--- config.mk ---
export PLATFORM = sky130hd
export DESIGN_NAME = ps2_cmd_ctl
export DESIGN_NICKNAME = d
export VERILOG_FILES = /design/src/rtl/ps2_cmd_ctl.sv
export SDC_FILE = /design/constraint.sdc
export NUM_CORES = 1
export LEC_CHECK = 0
export CAP_MARGIN = 30
export CORE_UTILIZATION = 40
export CTS_BUF_LIST = sky130_fd_sc_hd__clkbuf_4 sky130_fd_sc_hd__clkbuf_8
export CTS_CLUSTER_DIAMETER = 200
export DETAILED_ROUTE_END_ITERATION = 6
export GPL_TIMING_DRIVEN = 1
export PLACE_DENSITY = 0.69
export SETUP_SLACK_MARGIN = 0.05
export SLEW_MARGIN = 10
export SYNTH_ARGS = -nofsm -noshare
export SYNTH_HDL_FRONTEND = slang
export SYNTH_SLANG_ARGS = --single-unit
--- constraint.sdc ---
create_clock -name clk -period 2.4 [get_ports clk]
set_input_delay 0.24 -clock clk [delete_from_list [all_inputs] [get_ports clk]]
set_output_delay 0.24 -clock clk [all_outputs]
set_load 0.01 [all_outputs]
--- src/rtl/ps2_cmd_ctl.sv ---
// PS/2 keyboard command controller: sends host command bytes and LED updates, then awaits ACK (0xFA).
// Optional macro PS2_RESEND_EN: on 0xFE the current byte is re-sent up to MAX_RETRY times.
module ps2_cmd_ctl #(
  parameter logic [15:0] ACK_TIMEOUT = 16'd50000,
  parameter logic [1:0]  MAX_RETRY   = 2'd3
) (
  input  logic       clk,
  input  logic       reset,
  input  logic       cmd_req,
  input  logic [7:0] cmd_byte,
  input  logic       led_req,
  input  logic [2:0] leds,
  output logic       tx_wren,
  output logic [7:0] tx_d,
  input  logic       tx_busy,
  input  logic       rx_valid,
  input  logic [7:0] rx_data,
  output logic       cmd_done,
  output logic       err,
  output logic       busy
);

  localparam logic [7:0] BYTE_ACK    = 8'hFA;
  localparam logic [7:0] BYTE_RESEND = 8'hFE;
  localparam logic [7:0] BYTE_SETLED = 8'hED;

  typedef enum logic [2:0] {
    IDLE, LOAD, STROBE, TX_START, TX_DONE, WAIT_RSP, NEXT, FINISH
  } state_t;

  state_t      r_state, w_state_nxt;
  logic        r_led_pend, w_led_pend_nxt;
  logic        r_job_led, w_job_led_nxt;
  logic        r_second, w_second_nxt;
  logic [2:0]  r_leds, w_leds_nxt;
  logic [7:0]  r_tx_d, w_tx_d_nxt;
  logic        r_err, w_err_nxt;
  logic [15:0] r_cnt, w_cnt_nxt;
  logic        w_retry_ok;

`ifdef PS2_RESEND_EN
  logic [1:0]  r_retry, w_retry_nxt;
  assign w_retry_ok = (r_retry < MAX_RETRY);
`else
  assign w_retry_ok = 1'b0 && (MAX_RETRY != 2'd0);
`endif

  // NOTE: sequential state uses non-blocking assignments so every register samples pre-edge values.
  always_ff @(posedge clk) begin
    if (reset) begin
      r_state    <= IDLE;
      r_led_pend <= 1'b0;
      r_job_led  <= 1'b0;
      r_second   <= 1'b0;
      r_leds     <= 3'b000;
      r_tx_d     <= 8'h00;
      r_err      <= 1'b0;
      r_cnt      <= 16'd0;
`ifdef PS2_RESEND_EN
      r_retry    <= 2'd0;
`endif
    end else begin
      r_state    <= w_state_nxt;
      r_led_pend <= w_led_pend_nxt;
      r_job_led  <= w_job_led_nxt;
      r_second   <= w_second_nxt;
      r_leds     <= w_leds_nxt;
      r_tx_d     <= w_tx_d_nxt;
      r_err      <= w_err_nxt;
      r_cnt      <= w_cnt_nxt;
`ifdef PS2_RESEND_EN
      r_retry    <= w_retry_nxt;
`endif
    end
  end

  // NOTE: every always_comb output gets a default first, so no path can infer a latch.
  always_comb begin
    w_state_nxt    = r_state;
    w_led_pend_nxt = r_led_pend | led_req;
    w_job_led_nxt  = r_job_led;
    w_second_nxt   = r_second;
    w_leds_nxt     = r_leds;
    w_tx_d_nxt     = r_tx_d;
    w_err_nxt      = r_err;
    w_cnt_nxt      = r_cnt;
`ifdef PS2_RESEND_EN
    w_retry_nxt    = r_retry;
`endif
    unique case (r_state)
      IDLE: begin
        if (cmd_req) begin
          w_job_led_nxt = 1'b0;
          w_tx_d_nxt    = cmd_byte;
          w_err_nxt     = 1'b0;
          w_state_nxt   = LOAD;
        end else if (r_led_pend) begin
          // A pulse arriving in this very cycle stays pending rather than being dropped.
          w_led_pend_nxt = led_req;
          w_job_led_nxt  = 1'b1;
          w_leds_nxt     = leds;
          w_tx_d_nxt     = BYTE_SETLED;
          w_err_nxt      = 1'b0;
          w_state_nxt    = LOAD;
        end
      end
      LOAD: begin
        w_second_nxt = 1'b0;
`ifdef PS2_RESEND_EN
        w_retry_nxt  = 2'd0;
`endif
        w_state_nxt  = STROBE;
      end
      STROBE:   if (!tx_busy) w_state_nxt = TX_START;
      TX_START: if (tx_busy)  w_state_nxt = TX_DONE;
      TX_DONE: begin
        if (!tx_busy) begin
          w_cnt_nxt   = ACK_TIMEOUT;
          w_state_nxt = WAIT_RSP;
        end
      end
      WAIT_RSP: begin
        if (r_cnt != 16'd0) w_cnt_nxt = r_cnt - 16'd1;
        if (rx_valid) begin
          if (rx_data == BYTE_ACK) begin
            w_state_nxt = NEXT;
          end else if ((rx_data == BYTE_RESEND) && w_retry_ok) begin
`ifdef PS2_RESEND_EN
            w_retry_nxt = r_retry + 2'd1;
`endif
            w_state_nxt = STROBE;
          end else begin
            w_err_nxt   = 1'b1;
            w_state_nxt = FINISH;
          end
        end else if (r_cnt <= 16'd1) begin
          // Timeout fires on the cycle the counter would reach zero.
          w_err_nxt   = 1'b1;
          w_state_nxt = FINISH;
        end
      end
      NEXT: begin
        if (r_job_led && !r_second) begin
          w_tx_d_nxt   = {5'b00000, r_leds};
          w_second_nxt = 1'b1;
`ifdef PS2_RESEND_EN
          w_retry_nxt  = 2'd0;
`endif
          w_state_nxt  = STROBE;
        end else begin
          w_state_nxt  = FINISH;
        end
      end
      FINISH:  w_state_nxt = IDLE;
      default: w_state_nxt = IDLE;
    endcase
  end

  assign tx_wren  = (r_state == STROBE) && !tx_busy;
  assign tx_d     = r_tx_d;
  assign cmd_done = (r_state == FINISH) && !r_job_led;
  assign err      = r_err;
  assign busy     = (r_state != IDLE);

endmodule
==> impl_metrics.csv, run 1 <==
group,metric,value,unit
status,status,"finished clean",
global_route,use_met3,4.07,%
die,initial_core_util,41.6,%
setup_path,rrSetupSlack,390,ps
drt,ant_nets,0,
cts,cts-root-buf,"clkbuf_8",
logic_synthesis,synth_top_cells_by_area,"dfxtp_1, nor2_1, a21oi_1",
sta,setup_violations,0,
logic_synthesis,ys_seq_area_share,37.3,%
placed_design,post-dp-hpwl,3120,um
cts,post_cts_buffers,0,
cts,clk_path_buf_depth,2,
global_route,grt_most_used_layer,"met2",
sta,finalCritPeriodShare,90.6,%
cts,numCtsBuffers,5,
die,ios,37,
logic_synthesis,yosysWarnings,0,
layout,utilization,53.9,%
cts,postCtsHoldBufs,0,
drt,drc,0,
logic_synthesis,post-synth-top-area-fraction,37.3,%
power_and_ir_drop,leakage,0.894,nW
setup_path,cpLargestDelayFamily,"buffers and inverters",
layout,finalNetCount,292,
global_route,first_global_vias,1577,
sta,final_max_slew_viol_count,0,
setup_path,worstSetupEndpointType,"output pin",
logic_synthesis,syn_inst,224,
placed_design,gp_congestion,0.823,
setup_path,crit_chain,"inv_1 -> buf_4 -> nor3_1 -> clkdlybuf4s50_1",
sta,hold_viol_final,0,
global_route,antenna_found_initial,0,
setup_path,worst-path-buf-inv,3,
cts,worstSkewPairLatency,280,ps
logic_synthesis,synth_area_per_cell,8.15,um^2
layout,antenna_cells,0,
die,rows,24,
hold_path,hold_class,"reg -> reg",
global_route,grt_usage,18.1,%
layout,drive_above_1_share,10.2,%
die,die_h,69.6,um
flow_run,maxCapViolations,0,
global_route,met1_usage,25.5,%
cts,path_clk_slew,70,ps
sta,skew,7.22,ps
setup_path,max_stage_delay,580,ps
sta,rsz0062_at_grt,"no",
logic_synthesis,synth_common_cells,"dfxtp_1, nor2_1, a21oi_1",
setup_path,crit_path_start_kind,"flip-flop",
logic_synthesis,synth_flop_cell,"dfxtp_1",
power_and_ir_drop,power_density,690,mW/mm^2
global_route,grt_max_degree,19,
logic_synthesis,synth_most_common_cell,"dfxtp_1",
setup_path,path_class,"reg -> out",
logic_synthesis,yosysTopAreaCell,"dfxtp_1",
logic_synthesis,synth_cell_types,45,
drt,totalWireLength,4260,um
cts,cts_tree,"yes",
drt,viasPerCell,5.44,
setup_path,cpMaxStageDelayCell,"dfxtp_1",
setup_path,cp_max_fo,12,
sta,period_needed,2170,ps
die,die-area,0.00484,mm^2
drt,dr.pass1.iters,4,
cts,htree_levels,2,
sta,hold_ws,471,ps
global_route,met2_usage,26.5,%
sta,slew-limit-headroom,65.3,%
logic_synthesis,synth_edf_count,0,
logic_synthesis,synthArstFlopShare,0,%
die,die_x,69.6,um
drt,wl_per_cell,13.4,um
sta,worst_pin_slew,517,ps
sta,fmax,460,MHz
logic_synthesis,synth.ff_latch_count,34,
layout,area_growth,29.3,%
global_route,overflow,0,
cts,cts_resized,0,
cts,clock-sinks,34,
drt,drt-initial-drc-count,105,
logic_synthesis,synth_fp_nets,252,
placed_design,port_buffers,36,
logic_synthesis,mappedNetlistArea,0.00183,mm^2
power_and_ir_drop,ir_drop,0.000290,V
global_route,grt_pass1_wl,6980,um
die,core-area,0.00438,mm^2
sta,final.setup.tns,0,ps
setup_path,cp.arrival,1930,ps
drt,via_count,1726,
setup_path,crit_required,2160,ps
-- cells by family after synthesis --
group	share of synthesized area [%]
buf+inv	4.73
fa+ha+maj	2.06
compound gates	15.9
mux	4.46
simple gates	31.3
flops	37.3
xor+xnor	4.32
-- registers in the layout, indices dropped and copies added (netlist names) --
signal and flops:
r_state 3, r_led_pend 1, tx_d 8, err 1
r_cnt 16, r_leds 3, r_job_led 1, r_second 1
-- metrics by stage --
stage               cell area (um^2)  power, mW  setup WS [ps]  instances
global placement                2270       1.19            387        309
finish                          2360       1.63            226        317
global route                    2360       1.72            118        317
detailed placement              2270       1.19            362        309
CTS                             2360       1.64            229        317
floorplan                       1830      0.996            593        224
-- path summary, 6_finish.rpt --
check,start,endpoint,cells after the start
min,tx_d[4],tx_d[4],2
min reg2reg,tx_d[4],tx_d[4],2
max,r_state[0],cmd_done,4
max reg2reg,r_state[0],r_cnt[15],5
-- layer usage --
layer	share of wire (%)	up-vias
met5	0	-
met3	4.3	10
li1	-	878
met4	2.3	0
met1	51	799
met2	43	39
-- worst reg2reg max path, cell delays in order (launching register included) --
cell      delay (ps)
dfxtp_1          580
nor4bb_1         410
nand4_1          310
and2_1           370
a21oi_1          170
a311oi_1          60
-- cell usage in the layout, fill, tap and decap left out, types with 5 or more instances in the layout --
cell and n:
dfxtp_1 34, nand2b_1 6, a21oi_1 21, nor3_1 10, inv_1 11, clkbuf_8 6
mux2i_1 7, buf_4 8, o21ai_0 10, nand2_1 13, nor4_1 6, xor2_1 5
clkdlybuf4s50_1 36, nor2_1 30
-- layout make-up --
| type | instances | area (um^2) |
|---|---|---|
| fill | 422 | 2020 |
| multi-input combinational | 168 | 1060 |
| sequential | 34 | 681 |
| timing repair buffer | 44 | 420 |
| clock buffer | 7 | 90.1 |
| tap | 52 | 65.1 |
| inverter | 11 | 41.3 |
| clock inverter | 1 | 5.00 |
-- report_power, final --
part / total (mW) / internal (mW) / switching, mW
combinational: 0.503 / 0.255 / 0.248
clock: 0.443 / 0.243 / 0.201
sequential: 0.683 / 0.619 / 0.0638
total: 1.63 / 1.12 / 0.512
No activity file was read; power rests on OpenSTA's default activity.
==> inputs of run 2 (changes only) <==
CORE_UTILIZATION = 25   (was 40)
PLACE_DENSITY = 0.49   (was 0.69)
==> run 2 against run 1 <==
Global-route usage shrank 5.0 points. Non-clock buffer count decreased by 1. Register-to-register slack about the same. Total power is 5.0% higher. Sequential cell count stayed put. Via count decreased by 0.75%. Sequential share of layout area fell by 0.83 points. Worst setup slack better by 49 ps. Worst hold slack improved by 0.61 ps. Critical path type unchanged.
==> impl_metrics.csv, run 2 (synthesis results as in run 1) <==
group,metric,value,unit
power_and_ir_drop,internal-power,1.17,mW
drt,viasPerCell,4.76,
sta,slew-limit-headroom,66.6,%
cts,cts-root-buf,"clkbuf_8",
flow_run,maxCapViolations,0,
sta,final_max_slew_viol_count,0,
setup_path,worst-path-buf-inv,1,
setup_path,crit_chain,"nor2b_1 -> nor3b_1 -> clkdlybuf4s50_1",
power_and_ir_drop,p_switching,0.536,mW
layout,finalNetCount,291,
sta,worst_pin_slew,500,ps
drt,drc,0,
setup_path,max_stage_delay,570,ps
setup_path,cpLargestDelayFamily,"flip-flops",
power_and_ir_drop,leakage,0.898,nW
power_and_ir_drop,p_clk_share,30.6,%
die,die_h,87.5,um
global_route,first_global_vias,1693,
drt,dr.pass1.iters,4,
cts,path_clk_slew,70,ps
global_route,antenna_found_initial,0,
layout,antenna_cells,0,
power_and_ir_drop,seqPwrFrac,39.8,%
power_and_ir_drop,power_density,704,mW/mm^2
setup_path,reg2reg_from,"r_cnt[0]",
power_and_ir_drop,ir_drop,0.000264,V
power_and_ir_drop,switching_share,31.3,%
setup_path,crit_path_start_kind,"flip-flop",
sta,setup_violations,0,
sta,fmax,471,MHz
die,rows,30,
setup_path,path_class,"reg -> out",
setup_path,rrSetupSlack,390,ps
cts,worstSkewPairLatency,290,ps
layout,regMostFlops,"r_cnt",
sta,setup_slack,276,ps
sta,rsz0062_at_grt,"no",
setup_path,cp-endpoint,"tx_wren",
setup_path,cp.arrival,1880,ps
setup_path,cp_num_cells,3,
drt,totalWireLength,4590,um
global_route,grt_usage,13.2,%
setup_path,rr_worst_depth,7,
die,core-area,0.00691,mm^2
drt,via_count,1713,
die,ios,37,
sta,final.setup.tns,0,ps
drt,wl_per_cell,12.8,um
sta,hold_viol_final,0,
setup_path,cpMaxStageDelayCell,"dfxtp_1",
cts,cts_tree,"yes",
cts,clock-sinks,34,
cts,post_cts_buffers,0,
global_route,overflow,0,
layout,largest_reg_flops,16,
global_route,grt_max_degree,27,
sta,period_needed,2120,ps
setup_path,crit_required,2160,ps
setup_path,worstSetupEndpointType,"output pin",
cts,htree_levels,2,
drt,ant_nets,0,
setup_path,reg2reg_to,"r_cnt[15]",
layout,layout_common_cells,"clkdlybuf4s50_1, dfxtp_1, nor2_1",
placed_design,gp_congestion,0.839,
sta,finalCritPeriodShare,88.5,%
hold_path,hold_class,"reg -> reg",
sta,skew,4.59,ps
cts,clk_path_buf_depth,2,
layout,area_growth,33.2,%
placed_design,port_buffers,36,
die,die-area,0.00765,mm^2
setup_path,cp_max_fo,14,
power_and_ir_drop,power,1.71,mW
cts,numCtsBuffers,5,
placed_design,place_ws,176,ps
setup_path,crit_path_start,"r_state[1]",
placed_design,post-dp-hpwl,3400,um
status,status,"finished clean",
drt,drt-initial-drc-count,97,
layout,drive_above_1_share,10.6,%
layout,layout_commonest_cell,"clkdlybuf4s50_1",
global_route,grt_pass1_wl,7790,um
power_and_ir_drop,p_comb_share,29.6,%
die,die_x,87.5,um
die,initial_core_util,26.4,%
==> run 2: stage by stage <==
| stage | std cells | hold WS (ps) | cell area (um^2) | utilization (%) |
|---|---|---|---|---|
| 5_1_grt | 360 | 506 | 2430 | 35.2 |
| 4_1_cts | 360 | 475 | 2420 | 35.1 |
| 6_report | 360 | 472 | 2430 | 35.2 |
| 2_1_floorplan | 224 | 357 | 1830 | - |
| 3_3_place_gp | 352 | 458 | 2310 | 33.5 |
| 3_5_place_dp | 352 | 467 | 2310 | 33.5 |
==> run 2: worst min-delay path by stage <==
stage | start | end | slack (ps) | cells past startpoint
5_1_grt | tx_d[2] | tx_d[2] | 510 | 2
6_report | tx_d[4] | tx_d[4] | 470 | 2
4_1_cts | tx_d[4] | tx_d[4] | 470 | 2
2_1_floorplan | led_req | r_led_pend | 360 | 2
3_5_place_dp | tx_d[4] | tx_d[4] | 470 | 2
3_3_place_gp | tx_d[4] | tx_d[4] | 460 | 2
==> run 2: metal layers <==
layer / vias up / routed length, um / share of wire, % / GRT usage (%)
met4: 0 / 85 / 1.9 / 5.51
met3: 8 / 169 / 3.7 / 3.03
met2: 37 / 1980 / 43 / 19.7
met1: 789 / 2360 / 51 / 18.0
met5: - / 0 / 0 / 0
li1: 879 / - / - / -
==> run 2: repair_timing <==
item | CTS | global route
hold buffers | 0 | 0
gates resized for setup | 0 | 2
hold endpoints to repair | 0 | 0
setup endpoints to repair | 0 | 2
==> run 2: final cells by class <==
cell class | count | area, um^2
Fill cell | 734 | 4480
Multi-Input combinational cell | 168 | 1070
Sequential cell | 34 | 681
Timing Repair Buffer | 43 | 413
Tap cell | 96 | 120
Clock buffer | 5 | 68.8
Inverter | 11 | 41.3
Clock inverter | 3 | 40.0
==> run 2: worst register-to-register path: cells and delay by family, from the launching register on <==
kind	cells	cell delay, ps
AO/OA/AOI/OAI	2	230
adder cells (fa/ha/maj)	1	160
buffers and inverters	1	100
flip-flops	1	360
AND/OR/NAND/NOR	3	1020
==> run 2: power groups by stage <==
stage	logic (mW)	clock network, mW	registers, mW
finish	0.507	0.524	0.680
global route	0.563	0.558	0.692
CTS	0.506	0.531	0.680
detailed placement	0.503	0	0.693
global placement	0.504	0	0.691
floorplan	0.319	0	0.676
==> inputs of run 3 (changes only) <==
CAP_MARGIN = 15   (was 30)
clock period = 2.55 ns   (was 2.4 ns; I/O delays follow)
==> run 3 against run 2 <==
Sequential power shrank 5.6%. Utilization shrank 0.43 points. Non-clock buffer count shrank 1. Critical endpoint is now busy. Critical path type unchanged. Highest routed layer unchanged. Clock power shrank 18%. Routed wire length shrank 1.3%. Worst hold slack lost 0.81 ps. Via count is the same. Die area is the same.
==> impl_metrics.csv, run 3 (synthesis results as in run 1) <==
group,metric,value,unit
power_and_ir_drop,power_density,641,mW/mm^2
layout,finalNetCount,290,
global_route,first_global_vias,1604,
drt,dr.pass1.iters,4,
sta,final.setup.tns,0,ps
cts,clock-sinks,34,
sta,final_max_slew_viol_count,0,
layout,drive_above_1_share,9.51,%
cts,path_clk_slew,70,ps
setup_path,crit_path_start,"r_state[0]",
setup_path,rrSetupSlack,540,ps
sta,hold_viol_final,0,
cts,postCtsHoldBufs,0,
drt,wl_per_cell,12.6,um
die,die_x,87.5,um
drt,viasPerCell,4.77,
setup_path,path_class,"reg -> out",
sta,rsz0062_at_grt,"no",
cts,cts-root-buf,"clkbuf_8",
cts,worstSkewPairLatency,290,ps
sta,hold_ws,471,ps
placed_design,post-dp-hpwl,3360,um
sta,skew,7.04,ps
setup_path,crit_required,2300,ps
setup_path,reg2reg_to,"r_cnt[8]",
sta,setup_violations,0,
sta,worst_pin_slew,582,ps
cts,numCtsBuffers,5,
layout,area_growth,31.5,%
cts,cts_tree,"yes",
hold_path,hold_depth,2,
drt,drc,0,
global_route,grt_max_degree,27,
placed_design,port_buffers,36,
setup_path,cpLargestDelayFamily,"buffers and inverters",
die,die-area,0.00765,mm^2
global_route,antenna_found_initial,0,
layout,multi_input_area,0.00106,mm^2
layout,seq_area,681,um^2
drt,totalWireLength,4530,um
setup_path,crit_path_start_kind,"flip-flop",
die,rows,30,
setup_path,rr_worst_depth,7,
layout,antenna_cells,0,
sta,fmax,440,MHz
setup_path,cp_max_fo,11,
power_and_ir_drop,ir_drop,0.000208,V
die,core-area,0.00691,mm^2
placed_design,gp_congestion,0.911,
placed_design,dpl-instance-area,0.00231,mm^2
global_route,grt_pass1_wl,7640,um
global_route,overflow,0,
hold_path,hold_class,"reg -> reg",
cts,post_cts_buffers,0,
global_route,grt_usage,12.9,%
setup_path,crit_chain,"buf_4 -> nor3_1 -> inv_1 -> clkdlybuf4s50_1",
cts,htree_levels,2,
layout,fin_area,0.00240,mm^2
sta,period_needed,2270,ps
status,status,"finished clean",
setup_path,worstSetupEndpointType,"output pin",
cts,cts_resized,0,
sta,finalCritPeriodShare,89.2,%
die,initial_core_util,26.4,%
layout,nFillCells,757,
setup_path,max_stage_delay,520,ps
die,ios,37,
power_and_ir_drop,power,1.54,mW
flow_run,maxCapViolations,0,
setup_path,cp.arrival,2020,ps
drt,ant_nets,0,
layout,layout_commonest_cell,"clkdlybuf4s50_1",
drt,drt-initial-drc-count,178,
setup_path,reg2reg_from,"r_cnt[0]",
layout,regMostFlops,"r_cnt",
hold_path,worstHoldStart,"tx_d[4]",
setup_path,cpMaxStageDelayCell,"clkdlybuf4s50_1",
drt,via_count,1713,
die,die_h,87.5,um
cts,clk_path_buf_depth,2,
setup_path,worst-path-buf-inv,3,
sta,slew-limit-headroom,61.0,%
layout,utilization,34.8,%
power_and_ir_drop,leakage,0.885,nW
layout,layout_common_cells,"clkdlybuf4s50_1, dfxtp_1, nor2_1",
hold_path,min_to,"tx_d[4]",
layout,largest_reg_flops,16,
## run 3: worst max path at each step
stage                endpoint  cells past startpoint
floorplan           r_cnt[13]                      5
global placement    r_cnt[13]                      6
detailed placement  r_cnt[13]                      6
CTS                      busy                      4
global route             busy                      4
finish                   busy                      4
## run 3: worst reg2reg max path: cells and delay by family (launching register included)
kind	cells	cell delay, ps
AND/OR/NAND/NOR	3	920
AO/OA/AOI/OAI	2	370
flip-flops	1	360
adder cells (fa/ha/maj)	1	180
buffers and inverters	1	90
## run 3: where the power goes
group          leakage, nW  switching (mW)  total [mW]  internal (mW)
Combinational        0.556           0.236       0.469          0.233
Sequential           0.277          0.0591       0.642          0.583
Clock               0.0517           0.201       0.429          0.228
Total                0.885           0.496        1.54           1.04
## run 3: area by class of cell
class | instances | area share [%]
multi-input combinational | 168 | 44.1
clock buffer | 7 | 3.75
sequential | 34 | 28.3
timing repair buffer | 42 | 16.9
clock inverter | 1 | 0.208
tap | 96 | 5.00
inverter | 11 | 1.72
## run 3: per-layer routing
metal | vias to the layer above | wire length (um) | track usage, % | share of wire, %
li1 | 876 | - | - | -
met1 | 802 | 2330 | 17.9 | 51
met2 | 28 | 1970 | 19.0 | 43
met3 | 7 | 159 | 3.03 | 3.5
met4 | 0 | 78 | 5.66 | 1.7
met5 | - | 0 | 0 | 0
## run 3: metrics by stage
step / instances / setup WS (ps)
after floorplan: 224 / 743
after global placement: 351 / 562
after detailed placement: 351 / 533
after CTS: 359 / 242
after global routing: 359 / 92.4
final: 359 / 276
